### src/rtl/fetch_pkg.sv
`default_nettype none
// ============================================================================
// Module      : fetch_pkg
// Description : Shared types and constants for the fetch stage.
// Revision    : 1.0 - initial release
// ============================================================================
package fetch_pkg;

    typedef enum logic [1:0] {
        BOOT  = 2'd0,
        RUN   = 2'd1,
        HALT  = 2'd2,
        FAULT = 2'd3
    } fetch_state_t;

    localparam int          INSTR_W   = 32;
    localparam logic [31:0] HALT_WORD = 32'h0;

    // Opcodes shared with the decoder and the bench
    localparam logic [5:0]  J         = 6'b000010;
    localparam logic [5:0]  BEQ       = 6'b000100;

endpackage
`default_nettype wire

### src/rtl/pc_target_calc.sv
`default_nettype none
// ============================================================================
// Module      : pc_target_calc
// Description : Combinational sequential, branch and jump target generation.
// Revision    : 1.0 - initial release
// ============================================================================
module pc_target_calc
    import fetch_pkg::*;
#(
    parameter int W = INSTR_W
) (
    input  logic [W-1:0] pc,
    input  logic [15:0]  branch_offset,
    input  logic [25:0]  jump_index,
    output logic [W-1:0] pc_plus4,
    output logic [W-1:0] branch_target,
    output logic [W-1:0] jump_target
);

    logic [W-1:0] w_branch_disp;

    // Word offset sign-extended and scaled to bytes
    assign w_branch_disp = {{(W-18){branch_offset[15]}}, branch_offset, 2'b00};

    assign pc_plus4      = pc + W'(4);
    assign branch_target = pc_plus4 + w_branch_disp;
    assign jump_target   = {pc_plus4[W-1:28], jump_index, 2'b00};

endmodule
`default_nettype wire

### src/rtl/fetch_unit.sv
`default_nettype none
// ============================================================================
// Module      : fetch_unit
// Description : PC register, next-PC selection, halt/fault detection and
//               retired-instruction counter feeding a synchronous imem.
// Revision    : 1.0 - initial release
// ============================================================================
module fetch_unit
    import fetch_pkg::*;
#(
    parameter int              SIZE      = 8,
    parameter logic [4*SIZE-1:0] RESET_PC = '0,
    parameter int              MEM_BYTES = 256
) (
    input  logic              clk,
    input  logic              rst_n,
    input  logic              stall,
    input  logic              branch_taken,
    input  logic [15:0]       branch_offset,
    input  logic              jump,
    input  logic [25:0]       jump_index,
    input  logic [4*SIZE-1:0] imem_instr,
    output logic [4*SIZE-1:0] imem_adr,
    output logic [4*SIZE-1:0] pc,
    output logic [4*SIZE-1:0] instr,
    output logic              instr_valid,
    output logic              halted,
    output logic              fault,
    output logic [31:0]       instr_count
);

    localparam int              c_w         = 4 * SIZE;
    localparam logic [c_w:0]    c_last_byte = (c_w+1)'(MEM_BYTES - 1);

    fetch_state_t   r_state;
    fetch_state_t   w_next_state;
    logic [c_w-1:0] r_pc;
    logic [c_w-1:0] w_next_pc;
    logic [31:0]    r_count;
    logic           w_count_en;

    logic [c_w-1:0] w_pc_plus4;
    logic [c_w-1:0] w_branch_target;
    logic [c_w-1:0] w_jump_target;
    logic [c_w-1:0] w_cand;
    logic           w_out_of_range;

    pc_target_calc #(
        .W (c_w)
    ) u_pc_target_calc (
        .pc            (r_pc),
        .branch_offset (branch_offset),
        .jump_index    (jump_index),
        .pc_plus4      (w_pc_plus4),
        .branch_target (w_branch_target),
        .jump_target   (w_jump_target)
    );

    assign w_cand = jump         ? w_jump_target   :
                    branch_taken ? w_branch_target :
                                   w_pc_plus4;

    // Extra bit keeps the last-byte check free of 32-bit wrap
    assign w_out_of_range = (({1'b0, w_cand} + (c_w+1)'(3)) > c_last_byte);

    always_comb begin
        w_next_state = r_state;
        w_next_pc    = r_pc;
        w_count_en   = 1'b0;
        case (r_state)
            BOOT: begin
                w_next_pc    = RESET_PC;
                w_next_state = RUN;
            end
            RUN: begin
                if (!stall) begin
                    if (imem_instr == HALT_WORD) begin
                        w_next_state = HALT;
                    end else begin
                        w_count_en = 1'b1;
                        if (w_out_of_range) begin
                            w_next_state = FAULT;
                        end else begin
                            w_next_pc = w_cand;
                        end
                    end
                end
            end
            default: begin
                w_next_state = r_state;
            end
        endcase
    end

    always_ff @(posedge clk or negedge rst_n) begin
        if (!rst_n) begin
            r_state <= BOOT;
            r_pc    <= RESET_PC;
            r_count <= 32'd0;
        end else begin
            r_state <= w_next_state;
            r_pc    <= w_next_pc;
            if (w_count_en) begin
                r_count <= r_count + 32'd1;
            end
        end
    end

    // The memory latches imem_adr on the same edge that loads pc
    assign imem_adr    = w_next_pc;
    assign pc          = r_pc;
    assign instr       = imem_instr;
    assign instr_valid = (r_state == RUN);
    assign halted      = (r_state == HALT);
    assign fault       = (r_state == FAULT);
    assign instr_count = r_count;

endmodule
`default_nettype wire
### config.mk
export PLATFORM = sky130hd
export DESIGN_NAME = fetch_unit
export DESIGN_NICKNAME = d
export VERILOG_FILES = /design/src/rtl/fetch_pkg.sv /design/src/rtl/pc_target_calc.sv /design/src/rtl/fetch_unit.sv
export SDC_FILE = /design/constraint.sdc
export NUM_CORES = 1
export LEC_CHECK = 0
export CAP_MARGIN = 5
export CELL_PAD_IN_SITES_DETAIL_PLACEMENT = 1
export CELL_PAD_IN_SITES_GLOBAL_PLACEMENT = 2
export CORE_UTILIZATION = 25
export DETAILED_ROUTE_END_ITERATION = 10
export PLACE_DENSITY_LB_ADDON = 0.15
export SYNTH_ARGS = -nofsm -noshare
export SYNTH_HDL_FRONTEND = slang
export SYNTH_SLANG_ARGS = --single-unit
export TNS_END_PERCENT = 50
### constraint.sdc
create_clock -name clk -period 8.05 [get_ports clk]
set_input_delay 2.0125 -clock clk [delete_from_list [all_inputs] [get_ports clk]]
set_output_delay 2.0125 -clock clk [all_outputs]
set_load 0.01 [all_outputs]
==> run_results.csv, run 1 <==
group,metric,value,unit
timing,fin_crit,8.71,ns
min_path,hold_start,"instr_count[26]",
global_routing,gr-total-overflow,0,
synthesis,synth_seq_cells,66,
clock_tree,clock_latency,0.33,ns
finish,layout_common_cells,"buf_4 (318), clkdlybuf4s50_1 (170), nand2_1 (102)",
synthesis,yosys_warnings,0,
clock_tree,cts.sinks,66,
worst_setup_path,startpoint,"branch_offset[0]",
timing,skew,0.00904,ns
power_and_ir_drop,vdd.ir_drop.worst,0.0931,mV
worst_setup_path,endpoint_kind,"primary output",
global_routing,track_usage,22.3,%
worst_setup_path,cp-start-kind,"input port",
min_path,holdPathStages,1,
floorplanning,num_io_pins,210,
worst_setup_path,worst-path-stages,17,
power_and_ir_drop,p_comb_share,28.7,%
floorplanning,chipHeight,173,um
timing,setup_viol,32,
drt,drc,0,
worst_setup_path,path_delay_family,"simple AND/OR/NAND/NOR gates",
drt,wl_per_cell,18.8,um
synthesis,syn-cell-area,0.00729,mm^2
drt,viasPerCell,4.99,
worst_setup_path,critical_path.cell_chain,"buf_6 > ha_4 > fa_2 > a21o_1 > a221o_1 > a21oi_2 > o221ai_2 > or4_1 > or4b_4 > or3_4 > nor3_4 > xnor2_1 > nand4_1 > or4_4 > or2_1 > o311ai_2 > buf_2",
drt,ant_nets,0,
worst_setup_path,reg2reg_depth,28,
timing,fin_ws,-0.663,ns
worst_setup_path,r2r_start,"pc[3]",
synthesis,synth_largest_type_area_fraction,22.6,%
finish,diodes,0,
worst_setup_path,worstSetupPathType,"input port to primary output",
clock_tree,htreeDepth,3,
timing,period_share,108,%
run_status,violations,"setup timing",
timing,relSlewSlack,41.3,%
finish,n_fill_cell,3457,
clock_tree,cts_tree,"done",
global_routing,grt_pass1_vias,9558,
global_routing,grt_max_degree,67,
power_and_ir_drop,powerDensity,82.7,mW/mm^2
power_and_ir_drop,switching_share,28.6,%
worst_setup_path,cpMaxStageDelayCell,"or4b_4",
worst_setup_path,crit_arrival,6.70,ns
finish,area_growth,70.7,%
clock_tree,clkTransAtPathRegs,0.06,ns
timing,hold_viol,0,
run_status,outcome,"complete, but fails checks",
global_routing,antenna_found_initial,0,
placement,gp_congestion,0.906,
power_and_ir_drop,p_seq_share,32.6,%
synthesis,synth-seq-area-share,22.6,%
timing,rsz0062_at_grt,"true",
power_and_ir_drop,p_int,0.000736,W
synthesis,yosys-top-cells-area,"dfrtp_1 (23%), xnor2_1 (6.1%), ha_1 (5.8%)",
worst_setup_path,critPathMaxStageDelay,0.54,ns
clock_tree,cts_root_buf,"clkbuf_16",
finish,multi_input_area,0.00553,mm^2
drt,detail_route.iter0.violations,385,
synthesis,synth_cell_type_count,84,
drt,first_pass_iters,4,
drt,routed_wl,33600,um
floorplanning,core,0.0287,mm^2
worst_setup_path,crit_fanout,6,
timing,worst_pin_slew,0.874,ns
finish,regArea,0.00165,mm^2
floorplanning,initial_core_util,25.4,%
synthesis,avgSynthCellArea,7.80,um^2
synthesis,async_flop_share,100,%
clock_tree,cts-buffers-inserted,9,
floorplanning,die_w,173,um
floorplanning,dieArea,0.0299,mm^2
synthesis,synth_top_area_cell,"dfrtp_1",
min_path,min_path_type,"flip-flop to flip-flop",
clock_tree,clockBufferDepth,2,
worst_setup_path,crit_required,6.04,ns
finish,final_common_cell,"buf_4",
global_routing,grt_pass1_wl,53300,um
synthesis,syn_inst,935,
timing,fmax,115,MHz
placement,dpl.hpwl,27800,um
synthesis,syn_nets,1049,
worst_setup_path,critPathBufInv,2,
synthesis,synth_flop_cell,"dfrtp_1",
floorplanning,rows,62,
synthesis,synth-edff-count,0,
timing,setup_tns,-17.74,ns
flow_run,maxCapViolations,0,
finish,fin_util,43.4,%
finish,drive_gt1_share,33.2,%
placement,io_buffers,209,
drt,vias,8909,
power_and_ir_drop,p_leak,5.64,nW
finish,nNetsFinal,1511,
power_and_ir_drop,p_sw,0.000294,W
timing,finalMaxSlewViolations,0,
power_and_ir_drop,clockPowerShare,38.7,%
==> final cells by class <==
class	count	share of cell area (%)
clock inverters	6	0.523
inverters	23	0.693
multi-input cells	765	44.4
flip-flops and latches	66	13.3
clock buffers	10	1.92
repair buffers	532	35.3
well taps	384	3.86
==> state kept, by name (all words and copies together), names as in the netlist <==
register,count
instr_count,32
pc,32
r_state,2
==> layer usage <==
metal / GRT usage, % / routed length, um
met1: 29.3 / 15500
met2: 39.0 / 16400
met3: 3.56 / 1440
met4: 3.69 / 273
met5: 0 / 0
==> stage by stage <==
stage / total power, W / hold slack [ns] / setup slack [ns] / instance area, um^2 / cells
floorplan: 0.000460 / 0.507 / -0.160 / 7370 / 935
global placement: 0.000620 / 0.480 / -1.35 / 11700 / 1746
detailed placement: 0.000623 / 0.486 / -1.38 / 11700 / 1746
CTS: 0.00103 / 0.503 / -0.666 / 12200 / 1777
global route: 0.00108 / 0.511 / -0.840 / 12500 / 1786
finish: 0.00103 / 0.494 / -0.663 / 12500 / 1786
==> cell usage after synthesis (7+ instances only) <==
cell type and number:
nand2_1 103, dfrtp_1 66, nor2_1 66, a21oi_1 51
xnor2_1 51, nand3_1 49, o21ai_0 36, clkbuf_1 34
ha_1 34, buf_4 33, nand4_1 32, xor2_1 28
nor3_1 25, a21o_1 22, inv_1 20, and3_1 16
a211oi_1 15, a21boi_1 14, nor4_1 14, nand2b_1 13
buf_2 12, o221ai_1 12, a31oi_1 11, and2_1 11
a21boi_0 10, and4_1 10, o211ai_1 10, o21a_1 10
mux2i_1 9, a211o_1 8, o22ai_1 8, nor2b_1 7
==> power groups by stage <==
stage / clock network, W / logic (W) / registers (W)
5_1_grt: 0.000423 / 0.000320 / 0.000336
3_5_place_dp: 0 / 0.000281 / 0.000342
6_report: 0.000399 / 0.000296 / 0.000336
4_1_cts: 0.000410 / 0.000287 / 0.000336
2_1_floorplan: 0 / 0.000118 / 0.000342
3_3_place_gp: 0 / 0.000278 / 0.000342
==> logic make-up (layout without fill, tap and decap cells) <==
logic type / Yosys count / in the layout / synth area share (%)
muxes: 15 / 15 / 2.16
buffers and inverters: 104 / 571 / 7.36
xor gates and xnor gates: 79 / 79 / 9.49
adders and majority gates: 35 / 35 / 6.11
DFF: 66 / 66 / 22.6
AOI/OAI and AO/OA: 252 / 252 / 24.1
and+or+nand+nor: 384 / 384 / 28.2
==> worst paths after layout <==
| path | endpoint | slack [ns] |
|---|---|---|
| max | imem_adr[7] | -0.66 |
| min | instr_count[26] | 0.49 |
| max reg2reg | pc[7] | 1.85 |
| min reg2reg | instr_count[26] | 0.49 |
| max in group asynchronous | instr_count[1] | 5.58 |
| min in group asynchronous | instr_count[22] | 1.86 |
==> worst register-to-register path, delay by kind of cell (launching register included) <==
family	cells	cell delay (ns)
AOI/OAI and AO/OA	9	1.74
adders and majority gates	2	0.64
buffers and inverters	10	1.39
DFF	1	0.41
and+or+nand+nor	4	1.09
muxes	1	0.33
xor gates and xnor gates	2	0.51
==> repair_timing <==
item                       4_1_cts  5_1_grt
hold buffers                     0        0
pin swaps                       18       18
gates cloned                     0        0
gates resized for setup        171       48
setup endpoints to repair       32       32
buffers inserted                15        9
Note: power is estimated with default switching activity, not from simulation.
==> run 2: changes to the inputs <==
--- a/config.mk
+++ b/config.mk
@@ -5,7 +5,6 @@
 export SDC_FILE = /design/constraint.sdc
 export NUM_CORES = 1
 export LEC_CHECK = 0
-export CAP_MARGIN = 5
 export CELL_PAD_IN_SITES_DETAIL_PLACEMENT = 1
 export CELL_PAD_IN_SITES_GLOBAL_PLACEMENT = 2
 export CORE_UTILIZATION = 25
@@ -13,5 +12,6 @@
 export PLACE_DENSITY_LB_ADDON = 0.15
 export SYNTH_ARGS = -nofsm -noshare
 export SYNTH_HDL_FRONTEND = slang
+export SYNTH_HIERARCHICAL = 1
 export SYNTH_SLANG_ARGS = --single-unit
 export TNS_END_PERCENT = 50
==> run_results.csv, run 2 <==
group,metric,value,unit
synthesis,synth_top_area_cell,"dfrtp_1",
power_and_ir_drop,powerDensity,89.0,mW/mm^2
run_status,outcome,"complete, but fails checks",
floorplanning,dieArea,0.0306,mm^2
timing,period_share,106,%
timing,rsz0062_at_grt,"true",
drt,vias,8215,
power_and_ir_drop,p_leak,5.72,nW
global_routing,antenna_found_initial,0,
drt,ant_nets,0,
clock_tree,cts.sinks,66,
global_routing,use_met3,4.07,%
drt,first_pass_iters,4,
global_routing,track_usage,19.9,%
timing,setup_viol,32,
timing,hold_viol,0,
global_routing,grt_pass1_vias,8795,
clock_tree,cts-buffers-inserted,9,
synthesis,synth-seq-area-share,22.1,%
synthesis,synth_mux_area_share,6.36,%
floorplanning,initial_core_util,25.7,%
finish,area_growth,69.0,%
run_status,violations,"setup timing",
synthesis,avgSynthCellArea,8.11,um^2
power_and_ir_drop,p_sw,0.000326,W
synthesis,synthXorXnorAreaFrac,10.6,%
finish,diodes,0,
synthesis,yosys_warnings,6,
power_and_ir_drop,vdd.ir_drop.worst,0.0872,mV
floorplanning,rows,62,
timing,fin_crit,8.55,ns
clock_tree,clkTransAtPathRegs,0.06,ns
worst_setup_path,crit_fanout,6,
placement,io_buffers,209,
global_routing,met2_usage,33.4,%
timing,relSlewSlack,41.4,%
drt,viasPerCell,4.80,
finish,final_area,0.0126,mm^2
placement,dpl.hpwl,24000,um
worst_setup_path,crit_arrival,6.54,ns
drt,drc,0,
floorplanning,chipHeight,175,um
finish,nNetsFinal,1437,
clock_tree,clock_latency,0.33,ns
flow_run,maxCapViolations,0,
synthesis,async_flop_share,100,%
floorplanning,core,0.0291,mm^2
drt,wl_per_cell,18.0,um
synthesis,synth_seq_cells,66,
min_path,min_path_type,"flip-flop to flip-flop",
timing,worst_pin_slew,0.879,ns
global_routing,grt_pass1_wl,48400,um
drt,detail_route.iter0.violations,320,
synthesis,synth_top_family_by_area,"simple AND/OR/NAND/NOR gates",
clock_tree,clockBufferDepth,2,
global_routing,met1_usage,26.7,%
finish,drive_gt1_share,37.0,%
clock_tree,hold_buffers,0,
worst_setup_path,worstSetupPathType,"input port to primary output",
placement,place_area,0.0110,mm^2
floorplanning,die_w,175,um
timing,fmax,117,MHz
clock_tree,htreeDepth,3,
timing,fin_ws,-0.498,ns
clock_tree,cts_root_buf,"clkbuf_16",
synthesis,synth.most_common_cell,"nand2_1",
worst_setup_path,critical_path.cell_chain,"buf_8 > ha_4 > a21o_1 > nand4_1 > a311oi_2 > buf_4 > o21ai_4 > o21bai_1 > a21oi_2 > xnor2_1 > mux2i_1 > o21ai_2 > nand4_1 > or3_4 > nor4_4 > xnor2_1 > or4_4 > buf_12 > nor4_4 > buf_6 > buf_12 > buf_12 > o21ai_4 > buf_6",
global_routing,grt_max_degree,67,
global_routing,gr-total-overflow,0,
synthesis,synth_largest_type_area_fraction,22.1,%
placement,gp_congestion,0.831,
synthesis,synth-compound-area-share,19.5,%
timing,skew,0.0132,ns
worst_setup_path,cp-start-kind,"input port",
power_and_ir_drop,p_comb_share,29.1,%
timing,finalMaxSlewViolations,0,
synthesis,synth-edff-count,0,
worst_setup_path,crit_required,6.04,ns
worst_setup_path,endpoint_kind,"primary output",
power_and_ir_drop,p_seq_share,31.6,%
clock_tree,cts_tree,"done",
synthesis,synth_flop_cell,"dfrtp_1",
finish,final_common_cell,"buf_4",
finish,layout_common_cells,"buf_4 (264), clkdlybuf4s50_1 (158), nand2_1 (151)",
power_and_ir_drop,clockPowerShare,39.3,%
synthesis,synth_fa_ha_area_share,6.29,%
worst_setup_path,critPathMaxStageDelay,0.61,ns
synthesis,yosys.area_share.simple,24.0,%
global_routing,busiest_layer,"met2",
worst_setup_path,cpMaxStageDelayCell,"or4_4",
power_and_ir_drop,p_total,0.00112,W
synthesis,synth_commonest_cells,"nand2_1 (157), buf_4 (69), dfrtp_1 (66)",
synthesis,syn-cell-area,0.00748,mm^2
power_and_ir_drop,switching_share,29.0,%
synthesis,syn_inst,923,
power_and_ir_drop,p_int,0.000799,W
synthesis,synth_cell_type_count,77,
floorplanning,num_io_pins,210,
drt,routed_wl,30800,um
worst_setup_path,crit_top_cell,"buf_12",
synthesis,yosys-top-cells-area,"dfrtp_1 (22%), nand2_1 (7.9%), buf_4 (6.9%)",
run 2: per-layer routing:
layer,up-vias,part of all wire (%)
met2,182,47
met1,3955,47
li1,4055,-
met4,0,0.97
met3,23,5.1
met5,-,0
run 2: kinds of logic (layout without fill, tap and decap cells):
| kind of cell | after synthesis | after routing |
|---|---|---|
| other cells | 1 | 2 |
| simple gates | 355 | 355 |
| fa+ha+maj | 37 | 37 |
| buf+inv | 125 | 527 |
| compound gates | 204 | 204 |
| xor+xnor | 89 | 89 |
| mux | 46 | 46 |
| flops | 66 | 66 |
run 2: cell type report:
cell class	count	area, um^2
inverter	15	56.3
timing repair buffer	496	4390
sequential	66	1650
fill	3415	16400
clock inverter	6	95.1
multi-input combinational	733	5740
clock buffer	10	239
tap	384	480
run 2: final timing paths:
kind	end	startpoint	depth (start not counted)	slack, ns
max	imem_adr[15]	branch_offset[1]	24	-0.50
min	instr_count[6]	instr_count[6]	1	0.48
max reg2reg	pc[2]	pc[2]	36	1.11
min reg2reg	instr_count[6]	instr_count[6]	1	0.48
max in group asynchronous	pc[10]	rst_n	2	5.59
min in group asynchronous	instr_count[16]	rst_n	2	1.89
run 2: repair_timing:
| item | 4_1_cts | 5_1_grt |
|---|---|---|
| setup endpoints to repair | 32 | 32 |
| setup buffers | 43 | 18 |
| pin swaps | 66 | 50 |
| gates cloned | 4 | 0 |
| resized for setup | 295 | 70 |
run 2: metrics by stage:
| stage | util (%) | TNS [ns] | hold WS, ns | instances | worst slack (ns) |
|---|---|---|---|---|---|
| 6_report | 43.5 | -13.65 | 0.484 | 1710 | -0.498 |
| 2_1_floorplan | - | 0 | 0.504 | 924 | 0.00726 |
| 3_3_place_gp | 37.9 | -45.03 | 0.461 | 1630 | -1.48 |
| 4_1_cts | 42.0 | -15.29 | 0.489 | 1693 | -0.566 |
| 3_5_place_dp | 37.9 | -45.38 | 0.474 | 1630 | -1.48 |
| 5_1_grt | 43.5 | -20.21 | 0.504 | 1710 | -0.699 |
run 2: critical path, delay by kind of cell:
family / cells / cell delay (ns)
AO/OA/AOI/OAI: 7 / 1.03
adder cells (fa/ha/maj): 1 / 0.24
XOR/XNOR: 2 / 0.26
multiplexers: 1 / 0.13
buffers and inverters: 7 / 1.06
AND/OR/NAND/NOR: 6 / 1.77
run 2: power by group through the flow:
| stage | registers [W] | clock network [W] | logic (W) |
|---|---|---|---|
| global route | 0.000358 | 0.000468 | 0.000354 |
| floorplan | 0.000364 | 0 | 0.000150 |
| finish | 0.000356 | 0.000442 | 0.000327 |
| CTS | 0.000356 | 0.000453 | 0.000319 |
| detailed placement | 0.000362 | 0 | 0.000300 |
| global placement | 0.000362 | 0 | 0.000298 |
